`src/rtl/alu_exec_unit_pkg.sv`:
```
// Shared ALU definitions: widths, control codes used by both the control
// decoder and the execute unit, FSM state type and overflow helpers.
package alu_exec_unit_pkg;

  localparam int ALU_DATA_WIDTH = 32;
  localparam int ALU_CTRL_WIDTH = 4;

  localparam logic [3:0] ALU_AND     = 4'b0000;
  localparam logic [3:0] ALU_OR      = 4'b0001;
  localparam logic [3:0] ALU_ADD     = 4'b0010;
  localparam logic [3:0] ALU_SUB     = 4'b0110;
  localparam logic [3:0] ALU_SLT     = 4'b0111;
  localparam logic [3:0] ALU_MUL     = 4'b1000;
  localparam logic [3:0] ALU_INVALID = 4'b1111;

  typedef enum logic [0:0] {
    ST_IDLE = 1'b0,
    ST_MUL  = 1'b1
  } alu_state_e;

  // Signed overflow of a+b: operands agree in sign, result does not.
  function automatic logic add_ovf(input logic a_msb, input logic b_msb, input logic r_msb);
    return (a_msb == b_msb) && (r_msb != a_msb);
  endfunction

  // Signed overflow of a-b: operands differ in sign, result sign differs from a.
  function automatic logic sub_ovf(input logic a_msb, input logic b_msb, input logic r_msb);
    return (a_msb != b_msb) && (r_msb != a_msb);
  endfunction

endpackage

```
`src/rtl/alu_exec_unit_if.sv`:
```
// Operation/result handshake bundle between the issuing control FSM (master)
// and the execute unit (slave).
interface alu_exec_unit_if
  import alu_exec_unit_pkg::*;
#(
  parameter int DATA_WIDTH       = ALU_DATA_WIDTH,
  parameter int ALUCONTROL_WIDTH = ALU_CTRL_WIDTH
);

  logic                        in_valid;
  logic                        in_ready;
  logic [ALUCONTROL_WIDTH-1:0] alu_control;
  logic [DATA_WIDTH-1:0]       src_a;
  logic [DATA_WIDTH-1:0]       src_b;
  logic                        out_valid;
  logic                        out_ready;
  logic [DATA_WIDTH-1:0]       result;
  logic                        zero;
  logic                        overflow;
  logic                        err;

  modport master (
    output in_valid, alu_control, src_a, src_b, out_ready,
    input  in_ready, out_valid, result, zero, overflow, err
  );

  modport slave (
    input  in_valid, alu_control, src_a, src_b, out_ready,
    output in_ready, out_valid, result, zero, overflow, err
  );

endinterface

```
`src/rtl/alu_exec_unit_seq_mul.sv`:
```
// Iterative shift-add multiplier: one partial product per cycle over
// DATA_WIDTH cycles, keeping only the low DATA_WIDTH bits of the product.
module alu_seq_mul
  import alu_exec_unit_pkg::*;
#(
  parameter int DATA_WIDTH = ALU_DATA_WIDTH
) (
  input  logic                  clk_i,
  input  logic                  rst_ni,
  input  logic                  start_i,
  input  logic [DATA_WIDTH-1:0] mcand_i,
  input  logic [DATA_WIDTH-1:0] mplier_i,
  output logic                  busy_o,
  output logic                  done_o,
  output logic [DATA_WIDTH-1:0] product_o
);

  localparam int CNT_W = (DATA_WIDTH > 1) ? $clog2(DATA_WIDTH) : 1;
  localparam logic [CNT_W-1:0] LAST_CNT = CNT_W'(DATA_WIDTH - 1);

  logic [CNT_W-1:0]      count_q,  count_d;
  logic [DATA_WIDTH-1:0] acc_q,    acc_d;
  logic [DATA_WIDTH-1:0] mcand_q,  mcand_d;
  logic [DATA_WIDTH-1:0] mplier_q, mplier_d;
  logic                  busy_q,   busy_d;
  logic [DATA_WIDTH-1:0] acc_step_s;
  logic                  last_s;

  // Accumulator after this cycle's partial product; presented as the product
  // so the final iteration's sum is usable in the same cycle it is formed.
  always_comb begin
    acc_step_s = acc_q;
    if (mplier_q[0]) begin
      acc_step_s = acc_q + mcand_q;
    end else begin
      acc_step_s = acc_q;
    end
    last_s = busy_q && (count_q == LAST_CNT);
  end

  // Next-state for the iteration registers: load on start, step while busy.
  always_comb begin
    count_d  = count_q;
    acc_d    = acc_q;
    mcand_d  = mcand_q;
    mplier_d = mplier_q;
    busy_d   = busy_q;
    if (start_i) begin
      count_d  = '0;
      acc_d    = '0;
      mcand_d  = mcand_i;
      mplier_d = mplier_i;
      busy_d   = 1'b1;
    end else if (busy_q) begin
      acc_d    = acc_step_s;
      mcand_d  = {mcand_q[DATA_WIDTH-2:0], 1'b0};
      mplier_d = {1'b0, mplier_q[DATA_WIDTH-1:1]};
      if (last_s) begin
        count_d = '0;
        busy_d  = 1'b0;
      end else begin
        count_d = count_q + CNT_W'(1);
        busy_d  = 1'b1;
      end
    end else begin
      busy_d = 1'b0;
    end
  end

  // Iteration state registers; reset abandons any multiply in flight.
  always_ff @(posedge clk_i) begin
    if (!rst_ni) begin
      count_q  <= '0;
      acc_q    <= '0;
      mcand_q  <= '0;
      mplier_q <= '0;
      busy_q   <= 1'b0;
    end else begin
      count_q  <= count_d;
      acc_q    <= acc_d;
      mcand_q  <= mcand_d;
      mplier_q <= mplier_d;
      busy_q   <= busy_d;
    end
  end

  assign busy_o    = busy_q;
  assign done_o    = last_s;
  assign product_o = acc_step_s;

endmodule

```
`src/rtl/alu_exec_unit.sv`:
```
// Execute-stage ALU: single-cycle logic/add/sub/slt, multi-cycle multiply,
// valid/ready handshake on both sides with registered results.
module alu_exec_unit
  import alu_exec_unit_pkg::*;
#(
  parameter int DATA_WIDTH       = ALU_DATA_WIDTH,
  parameter int ALUCONTROL_WIDTH = ALU_CTRL_WIDTH
) (
  input  logic           clk,
  input  logic           rst_n,
  alu_exec_unit_if.slave alu_if
);

  localparam int MSB = DATA_WIDTH - 1;

  alu_state_e                  state_q,     state_d;
  logic                        out_valid_q, out_valid_d;
  logic [DATA_WIDTH-1:0]       result_q,    result_d;
  logic                        zero_q,      zero_d;
  logic                        overflow_q,  overflow_d;
  logic                        err_q,       err_d;

  logic [ALUCONTROL_WIDTH-1:0] op_s;
  logic [DATA_WIDTH-1:0]       a_s, b_s, sum_s, diff_s;
  logic [DATA_WIDTH-1:0]       alu_res_s;
  logic                        alu_ovf_s, alu_err_s;
  logic                        in_ready_s, accept_s, mul_start_s;
  logic                        mul_busy_s, mul_done_s;
  logic [DATA_WIDTH-1:0]       mul_product_s;

  assign op_s   = alu_if.alu_control;
  assign a_s    = alu_if.src_a;
  assign b_s    = alu_if.src_b;
  assign sum_s  = a_s + b_s;
  assign diff_s = a_s - b_s;

  // A new op is taken only when idle and the result slot is empty or draining now.
  assign in_ready_s = rst_n && (state_q == ST_IDLE) && (!out_valid_q || alu_if.out_ready);
  assign accept_s   = alu_if.in_valid && in_ready_s;

  alu_seq_mul #(
    .DATA_WIDTH (DATA_WIDTH)
  ) u_seq_mul (
    .clk_i     (clk),
    .rst_ni    (rst_n),
    .start_i   (mul_start_s),
    .mcand_i   (a_s),
    .mplier_i  (b_s),
    .busy_o    (mul_busy_s),
    .done_o    (mul_done_s),
    .product_o (mul_product_s)
  );

  // Single-cycle datapath; unknown codes yield zero with err flagged.
  always_comb begin
    alu_res_s = '0;
    alu_ovf_s = 1'b0;
    alu_err_s = 1'b0;
    case (op_s)
      ALU_AND: alu_res_s = a_s & b_s;
      ALU_OR:  alu_res_s = a_s | b_s;
      ALU_ADD: begin
        alu_res_s = sum_s;
        alu_ovf_s = add_ovf(a_s[MSB], b_s[MSB], sum_s[MSB]);
      end
      ALU_SUB: begin
        alu_res_s = diff_s;
        alu_ovf_s = sub_ovf(a_s[MSB], b_s[MSB], diff_s[MSB]);
      end
      ALU_SLT: alu_res_s = {{(DATA_WIDTH-1){1'b0}}, ($signed(a_s) < $signed(b_s))};
      ALU_MUL: alu_res_s = '0;
      default: begin
        alu_res_s = '0;
        alu_err_s = 1'b1;
      end
    endcase
  end

  // FSM next state and result-register loading.
  always_comb begin
    state_d     = state_q;
    out_valid_d = out_valid_q;
    result_d    = result_q;
    zero_d      = zero_q;
    overflow_d  = overflow_q;
    err_d       = err_q;
    mul_start_s = 1'b0;

    if (out_valid_q && alu_if.out_ready) begin
      out_valid_d = 1'b0;
    end else begin
      out_valid_d = out_valid_q;
    end

    case (state_q)
      ST_IDLE: begin
        if (accept_s) begin
          if (op_s == ALU_MUL) begin
            state_d     = ST_MUL;
            mul_start_s = 1'b1;
          end else begin
            state_d     = ST_IDLE;
            out_valid_d = 1'b1;
            result_d    = alu_res_s;
            zero_d      = (alu_res_s == '0);
            overflow_d  = alu_ovf_s;
            err_d       = alu_err_s;
          end
        end else begin
          state_d = ST_IDLE;
        end
      end
      ST_MUL: begin
        if (mul_done_s) begin
          state_d     = ST_IDLE;
          out_valid_d = 1'b1;
          result_d    = mul_product_s;
          zero_d      = (mul_product_s == '0);
          overflow_d  = 1'b0;
          err_d       = 1'b0;
        end else if (!mul_busy_s) begin
          // Multiplier lost its operation; recover to IDLE rather than hang.
          state_d = ST_IDLE;
        end else begin
          state_d = ST_MUL;
        end
      end
      default: state_d = ST_IDLE;
    endcase
  end

  // State and output registers with synchronous active-low reset.
  always_ff @(posedge clk) begin
    if (!rst_n) begin
      state_q     <= ST_IDLE;
      out_valid_q <= 1'b0;
      result_q    <= '0;
      zero_q      <= 1'b0;
      overflow_q  <= 1'b0;
      err_q       <= 1'b0;
    end else begin
      state_q     <= state_d;
      out_valid_q <= out_valid_d;
      result_q    <= result_d;
      zero_q      <= zero_d;
      overflow_q  <= overflow_d;
      err_q       <= err_d;
    end
  end

  assign alu_if.in_ready  = in_ready_s;
  assign alu_if.out_valid = out_valid_q;
  assign alu_if.result    = result_q;
  assign alu_if.zero      = zero_q;
  assign alu_if.overflow  = overflow_q;
  assign alu_if.err       = err_q;

endmodule
```
`src/flat_wrapper.sv`:
```
// flat-port wrapper written by rule: the top's interface ports become plain ports
module alu_exec_unit_flat import alu_exec_unit_pkg::*;
#(
  parameter int DATA_WIDTH       = ALU_DATA_WIDTH,
  parameter int ALUCONTROL_WIDTH = ALU_CTRL_WIDTH
)
  (clk, rst_n, alu_if_in_valid, alu_if_alu_control, alu_if_src_a, alu_if_src_b, alu_if_out_ready, alu_if_in_ready, alu_if_out_valid, alu_if_result, alu_if_zero, alu_if_overflow, alu_if_err);
  alu_exec_unit_if #(.DATA_WIDTH(DATA_WIDTH), .ALUCONTROL_WIDTH(ALUCONTROL_WIDTH)) alu_if_i ();
  input  logic clk;
  input  logic rst_n;
  input wire logic [$bits(alu_if_i.in_valid)-1:0] alu_if_in_valid;
  input wire logic [$bits(alu_if_i.alu_control)-1:0] alu_if_alu_control;
  input wire logic [$bits(alu_if_i.src_a)-1:0] alu_if_src_a;
  input wire logic [$bits(alu_if_i.src_b)-1:0] alu_if_src_b;
  input wire logic [$bits(alu_if_i.out_ready)-1:0] alu_if_out_ready;
  output wire logic [$bits(alu_if_i.in_ready)-1:0] alu_if_in_ready;
  output wire logic [$bits(alu_if_i.out_valid)-1:0] alu_if_out_valid;
  output wire logic [$bits(alu_if_i.result)-1:0] alu_if_result;
  output wire logic [$bits(alu_if_i.zero)-1:0] alu_if_zero;
  output wire logic [$bits(alu_if_i.overflow)-1:0] alu_if_overflow;
  output wire logic [$bits(alu_if_i.err)-1:0] alu_if_err;
  assign alu_if_i.in_valid = alu_if_in_valid;
  assign alu_if_i.alu_control = alu_if_alu_control;
  assign alu_if_i.src_a = alu_if_src_a;
  assign alu_if_i.src_b = alu_if_src_b;
  assign alu_if_i.out_ready = alu_if_out_ready;
  assign alu_if_in_ready = alu_if_i.in_ready;
  assign alu_if_out_valid = alu_if_i.out_valid;
  assign alu_if_result = alu_if_i.result;
  assign alu_if_zero = alu_if_i.zero;
  assign alu_if_overflow = alu_if_i.overflow;
  assign alu_if_err = alu_if_i.err;
  alu_exec_unit #(.DATA_WIDTH(DATA_WIDTH), .ALUCONTROL_WIDTH(ALUCONTROL_WIDTH)) u_core (.clk(clk), .rst_n(rst_n), .alu_if(alu_if_i));
endmodule
```
`config.mk`:
```
export PLATFORM = sky130hd
export DESIGN_NAME = alu_exec_unit_flat
export DESIGN_NICKNAME = d
export VERILOG_FILES = /design/src/rtl/alu_exec_unit_pkg.sv /design/src/rtl/alu_exec_unit_if.sv /design/src/rtl/alu_exec_unit_seq_mul.sv /design/src/rtl/alu_exec_unit.sv /design/src/flat_wrapper.sv
export SDC_FILE = /design/constraint.sdc
export NUM_CORES = 1
export LEC_CHECK = 0
export ABC_AREA = 1
export CELL_PAD_IN_SITES_DETAIL_PLACEMENT = 0
export CELL_PAD_IN_SITES_GLOBAL_PLACEMENT = 2
export CORE_ASPECT_RATIO = 0.8
export CORE_UTILIZATION = 29
export CTS_BUF_LIST = sky130_fd_sc_hd__clkbuf_8
export DETAILED_ROUTE_END_ITERATION = 8
export PLACE_DENSITY_LB_ADDON = 0.1
export SLEW_MARGIN = 0
export SYNTH_ARGS = -nofsm -noshare
export SYNTH_HDL_FRONTEND = slang
export SYNTH_SLANG_ARGS = --single-unit
```
`constraint.sdc`:
```
create_clock -name clk -period 2.5 [get_ports clk]
set_input_delay 0.75 -clock clk [delete_from_list [all_inputs] [get_ports clk]]
set_output_delay 0.75 -clock clk [all_outputs]
set_load 0.1 [all_outputs]
```
# Yosys cells after proc, flatten, opt, wreduce, memory -nomap -nowiden

Cells that the tools add are included.

$lt $le $gt $ge: 1
Eq/ne operators: 13
Bitwise logic cells: 4
Reduce and logical (&&, ||, !) cells: 16
Mux-type cells: 38
Add/subtract/negate cells: 4

Operators with widths:

| operator            | count |
|---|---|
| $mux 32             | 8 |
| $pmux 32 s5         | 1 |
| $add 32x32->32      | 2 |
| $logic_not 32->1    | 2 |
| $pmux 32 s2         | 1 |
| $and 32x32->32      | 1 |
| $lt 32x32->1        | 1 |
| $or 32x32->32       | 1 |
| $sub 32x32->32      | 1 |
| $mux 1              | 21 |
| $pmux 1 s2          | 6 |
| $eq 4x3->1 const B  | 2 |
| $logic_and 1x1->1   | 7 |
| $add 5x1->5 const B | 1 |
| $eq 5x5->1 const B  | 1 |
| $mux 5              | 1 |
| $reduce_or 5->1     | 1 |
| $eq 4x1->1 const B  | 1 |
| $eq 4x2->1 const B  | 1 |
| $eq 4x4->1 const B  | 1 |
| $logic_not 4->1     | 1 |
| $ne 2x2->1 const B  | 2 |
| $ne 1x1->1          | 3 |
| $reduce_and 3->1    | 1 |
| 7 further kinds     | 8 |

Flip-flop bits (word level): 139

# Longest topological paths before layout

Depth in word-level cells: 7
Mapped depth: 23

# Cells and area by module

From an unflattened synthesis, not the netlist that was laid out.

Cells, all modules: 2,777
Area, all modules: 15,472.3 um^2

Modules (own cells, without submodules):

| module        | area each (um^2) | cells each | instances |
|---|---|---|---|
| alu_exec_unit | 8,197.9          | 1,550      | 1 |
| alu_seq_mul   | 7,274.5          | 1,227      | 1 |

# Worst setup path after synthesis

No wires, ideal clock.

Path kind: input-to-reg
Start point: in rst_n
End point: reg u_core.result_q[11] (netlist: u_core.alu_if.result[11])
Setup time: 0.128 ns
Slack: -0.989 ns
Arrival: 3.362 ns
Stages: 9
Path through: buf_2 inv_1 nor3_2 nand3_1 inv_2 nor2_1 buf_2 a221oi_1 nor2_1

Longest elaborated chain between the ends: 5

RTL lines:

| what                           | RTL line             | source |
|---|---|---|
| from (decl)                    | flat_wrapper.sv:10   | `input logic rst_n;` |
| $logic_and 1x1->1 (2 in a row) | alu_exec_unit.sv:38  | `assign in_ready_s = rst_n && (state_q == ST_IDLE) && (!out_valid_q \|\| alu_if.out_ready);` |
| named net alu_if_in_ready      | flat_wrapper.sv:16   | `output wire logic [$bits(alu_if_i.in_ready)-1:0] alu_if_in_ready;` |
| $logic_and 1x1->1              | alu_exec_unit.sv:39  | `assign accept_s = alu_if.in_valid && in_ready_s;` |
| $ne 2x1->1 (no line)           | --                   |  |
| $reduce_and 3->1 (no line)     | --                   |  |
| to (signal assigned)           | alu_exec_unit.sv:144 | `result_q <= result_d;` |
| to (decl)                      | alu_exec_unit.sv:18  | `logic [DATA_WIDTH-1:0] result_q, result_d;` |

The timed path passes the listed nets, and every way through them passes these cells.
A chain may end at the register's enable or synchronous reset.

# Final worst setup path

Start point: in alu_if_src_a[0]
End point: reg u_core.zero_q (netlist: u_core.alu_if.zero)

Longest elaborated chain between the ends: 6

RTL lines:

| what                                         | RTL line             | source |
|---|---|---|
| from (decl)                                  | flat_wrapper.sv:13   | `input wire logic [$bits(alu_if_i.src_a)-1:0] alu_if_src_a;` |
| $sub 32x32->32, or another cell as far along | alu_exec_unit.sv:35  | `assign diff_s = a_s - b_s;` |
| $pmux 32 s5 (*)                              | alu_exec_unit.sv:59  | `case (op_s)` |
| $logic_not 32->1 (*)                         | alu_exec_unit.sv:105 | `zero_d = (alu_res_s == '0);` |
| $mux 1 (*)                                   | alu_exec_unit.sv:98  | `if (op_s == ALU_MUL) begin` |
| $mux 1 (*)                                   | alu_exec_unit.sv:97  | `if (accept_s) begin` |
| $pmux 1 s2 (*)                               | alu_exec_unit.sv:95  | `case (state_q)` |
| to (signal assigned)                         | alu_exec_unit.sv:145 | `zero_q <= zero_d;` |
| to (decl)                                    | alu_exec_unit.sv:19  | `logic zero_q, zero_d;` |

Every way passes the cells marked *; elsewhere a longest branch is shown, timed or not. The select of a mux whose other input is x is not followed.

==> qor.yml <==
synth:
  synth.cell_area_sq_mm: 0.01532
  synthMuxAreaShare_pct: 0
  yosysSeqAreaShare_pct: 18.16
  synthXorXnorAreaFrac_pct: 0.4573
  synthSimpleGateAreaFrac_pct: 41.69
  post-synth-top-count-cell: "nand2_1"
  synthDominantAreaCellType: "nand2_1"
  post_synthesis_cell_type_count: 43
  synth_top_area_share_pct: 22.37
  post_synth_main_area_contributors: "nand2_1 22%, dfxtp_1 18%, inv_1 13%"
  synth_top_cells_by_count: "913 x nand2_1, 522 x inv_1, 250 x nor2_1"
  synthesized_area_fraction_occupied_by_ao_oa_aoi_and_oai_cells_pct: 12.36
  yosysWarnings: 0
  post_synth_fa_ha_maj_area_fraction_pct: 11.17
  synth_cells: 2760
  synth_top_family_by_area: "simple AND/OR/NAND/NOR gates"
  ys_seq_elements: 139
  synth.net_count: 2967
  asyncSetResetFlopFracSynth_pct: 0
  synth_flop_cell: "dfxtp_1"
  synth-edff-count: 0
  syn_avg_cell_area_sq_um: 5.551
cts:
  tritoncts: "built"
  path_clk_slew_ns: 0.09
  worst_skew_pair.late_latency_ns: 0.53
  cts-buffers-inserted: 17
  clock_tree.root_cell: "clkbuf_8"
  clock_tree.buffer_depth: 2
  clock-sinks: 139
  hold_buffers: 0
  htreeDepth: 4
pwr:
  power_frac_comb_pct: 47.2
  power_density_mw_per_mm2: 305.6
  power.leakage_nw: 13.48
  max-vdd-ir-drop_v: 0.0003154
  sequential_power_share_pct: 28.4
  power.net_switching_mw: 3.258
  power_switching_share_pct: 40.59
  clockPowerShare_pct: 24.4
  power_report.internal_total_mw: 4.769
min_path:
  hold_path.startpoint: "u_core.u_seq_mul.count_q[4]$_SDFFE_PP0P_"
  min_path_type: "register to register"
grt:
  grt_overflow: 0
  antenna_violations_before_repair: 1
  grt_usage_pct: 28.88
  grt_start_max_net_pins: 87
  vias_in_the_first_global_route: 19490
  grt_first_pass_wirelength_um: 117300
setup_path:
  setup.worst_path.class: "primary input to register"
  worst_setup_start_kind: "primary input"
  worst-endpoint-required_ns: 2.97
  worstPathArrival_ns: 3.16
  timing.critical_path.fanout_max: 4
  rr_startpoint: "u_core.u_seq_mul.mcand_q[6]$_SDFFE_PN0P_"
  start_point_of_the_critical_path: "alu_if_src_a[0]"
  cp_capture_type: "register"
drt:
  vias: 20150
  route.detailed.wl_per_inst_um: 18.61
  final_antenna_net_count: 0
  routed_via_density: 4.774
  drt_iter0_markers: 1410
  drc_errors: 0
  routed_wirelength_um: 78530
  firstDrtPassIters: 5
sta:
  worst_hold_slack_ns: 0.4707
  fin_skew_ns: 0.02097
  setup_viol_count_final: 4
  relSlewSlack_pct: 62.27
  final_hold_viol_count: 0
  grt_setup_unrepaired: "true"
  max_slew.worst_pin.slew_ns: 0.5660
  final_period_minus_worst_setup_slack_ns: 2.696
  layout_setup_ws_ns: -0.1965
  timing.fmax_mhz: 370.9
  drv_slew: 0
  min_period_over_period_pct: 107.9
status:
  violations_in_the_final_reports: "setup timing"
  run_status: "finished, violations left"
floorplanning:
  fp-row-count: 74
  core_sq_mm: 0.05157
  dieArea_sq_mm: 0.05376
  initial_core_util_pct: 29.71
  fp.dieH_um: 207.6
  top_level_ports: 109
  die_w_um: 259.0
placed_design:
  gpl.final_weighted_congestion: 0.9552
  hpwl_um: 64180
  dp_cells: 4090
  port_bufs: 108
layout:
  filler_cell_count: 5362
  nets: 3729
  syn_to_final_growth_pct: 71.46
  final_layout_size_suffix_gt1_share_pct: 45.88
  final-instance-count-excl-fill: 4220
run:
  max_cap_violations: 0
-- metrics by stage --
step | area, sq um | utilization, % | worst slack [ns] | total power, mW | TNS (ns)
after floorplan | 15670 | - | -0.2355 | 3.653 | -21.50
after global placement | 21870 | 42.41 | -2.006 | 5.191 | -64.87
after detailed placement | 21870 | 42.41 | -1.895 | 5.189 | -67.19
after CTS | 24470 | 47.46 | -0.1643 | 7.679 | -0.6621
after global routing | 26270 | 50.94 | -0.2928 | 8.441 | -1.276
final | 26270 | 50.94 | -0.1965 | 8.026 | -0.4079
-- final timing paths --
| kind | to | slack (ns) | cells past startpoint |
|---|---|---|---|
| max reg2reg | u_core.alu_if.zero$_SDFFE_PN0P_ | -0.09 | 19 |
| max | u_core.alu_if.zero$_SDFFE_PN0P_ | -0.20 | 20 |
| min reg2reg | u_core.u_seq_mul.count_q[4]$_SDFFE_PP0P_ | 0.47 | 2 |
| min | u_core.u_seq_mul.count_q[4]$_SDFFE_PP0P_ | 0.47 | 2 |
-- metal layers --
| metal | GRT usage [%] | vias to the layer above | routed length [um] |
|---|---|---|---|
| met5 | 0 | - | 0 |
| met4 | 4.489 | 0 | 875 |
| met3 | 3.614 | 43 | 3817 |
| met2 | 44.38 | 456 | 34330 |
| met1 | 43.13 | 9490 | 39500 |
| li1 | - | 10160 | - |
-- critical path, cell delays in order --
cell and delay, ns:
buf_12 0.10, inv_6 0.03, ha_4 0.16, fa_2 0.41, inv_2 0.09, buf_6 0.10, nand3_4 0.07, nand3_4 0.15
nand2_2 0.09, nand3_4 0.12, nand2_4 0.08, a21oi_4 0.12, nor2_2 0.06, nor2_4 0.20, nand4_1 0.17, nor2_1 0.15
nand3_1 0.10, nand3_1 0.08, nand2_1 0.06, inv_1 0.05
-- area by class of cell --
cell class              count  area [sq um]  share of cell area (%)
clock inverters            13         132.6                  0.5049
multi-input cells        1991         13380                   50.95
inverters                 530          2052                   7.811
repair buffers            843          6758                   25.73
well taps                 684         855.8                   3.258
diodes                      1         2.502                0.009526
flip-flops and latches    139          2823                   10.75
clock buffers              19         261.5                  0.9955
-- sequential cells by signal, indices dropped and copies added, names as in the netlist --
name,flops
u_core.alu_if.result,32
u_core.u_seq_mul.acc_q,32
u_core.u_seq_mul.mcand_q,32
u_core.u_seq_mul.mplier_q,32
u_core.u_seq_mul.count_q,5
u_core.alu_if.err,1
u_core.alu_if.out_valid,1
u_core.alu_if.overflow,1
u_core.alu_if.zero,1
u_core.state_q,1
u_core.u_seq_mul.busy_o,1
-- power by group through the flow --
stage | Combinational (mW) | Clock (mW) | Sequential, mW
detailed placement | 2.86 | 0 | 2.33
CTS | 3.38 | 2.02 | 2.28
global route | 4.05 | 2.11 | 2.28
global placement | 2.87 | 0 | 2.33
floorplan | 1.22 | 0 | 2.43
finish | 3.79 | 1.96 | 2.28
-- cells by family (layout without fill, tap and decap cells) --
group                    count (synthesis)  in the layout
flip-flops                             139            139
buffers and inverters                  630           1405
XOR/XNOR                                 8              8
AO/OA/AOI/OAI                          326            326
adder cells (fa/ha/maj)                135            135
AND/OR/NAND/NOR                       1522           1522
other                                    0              1
-- cell usage in the layout, fill, tap and decap left out, types with 22 or more instances in the layout --
master	synthesis	final
nand4_1	29	29
a21oi_2	2	29
nor2_1	250	167
ha_4	0	62
inv_2	5	93
nor2_4	1	51
a21oi_1	102	63
buf_4	13	705
a31oi_1	45	45
dfxtp_1	139	111
ha_1	132	54
nand3_2	12	55
nand2_2	15	182
o22ai_1	25	24
nand3_1	212	148
dfxtp_2	0	26
buf_6	3	66
nor2_2	15	48
nor3_1	33	22
clkbuf_2	0	23
nand2_1	913	670
o21ai_0	96	77
nand2_4	0	75
inv_1	522	411
-- repair_timing --
action	in CTS	in global routing
gates resized for setup	668	517
endpoints found under the setup margin	38	37
pin swaps	164	220
setup buffers	68	39
(Power assumes the default switching activity.)
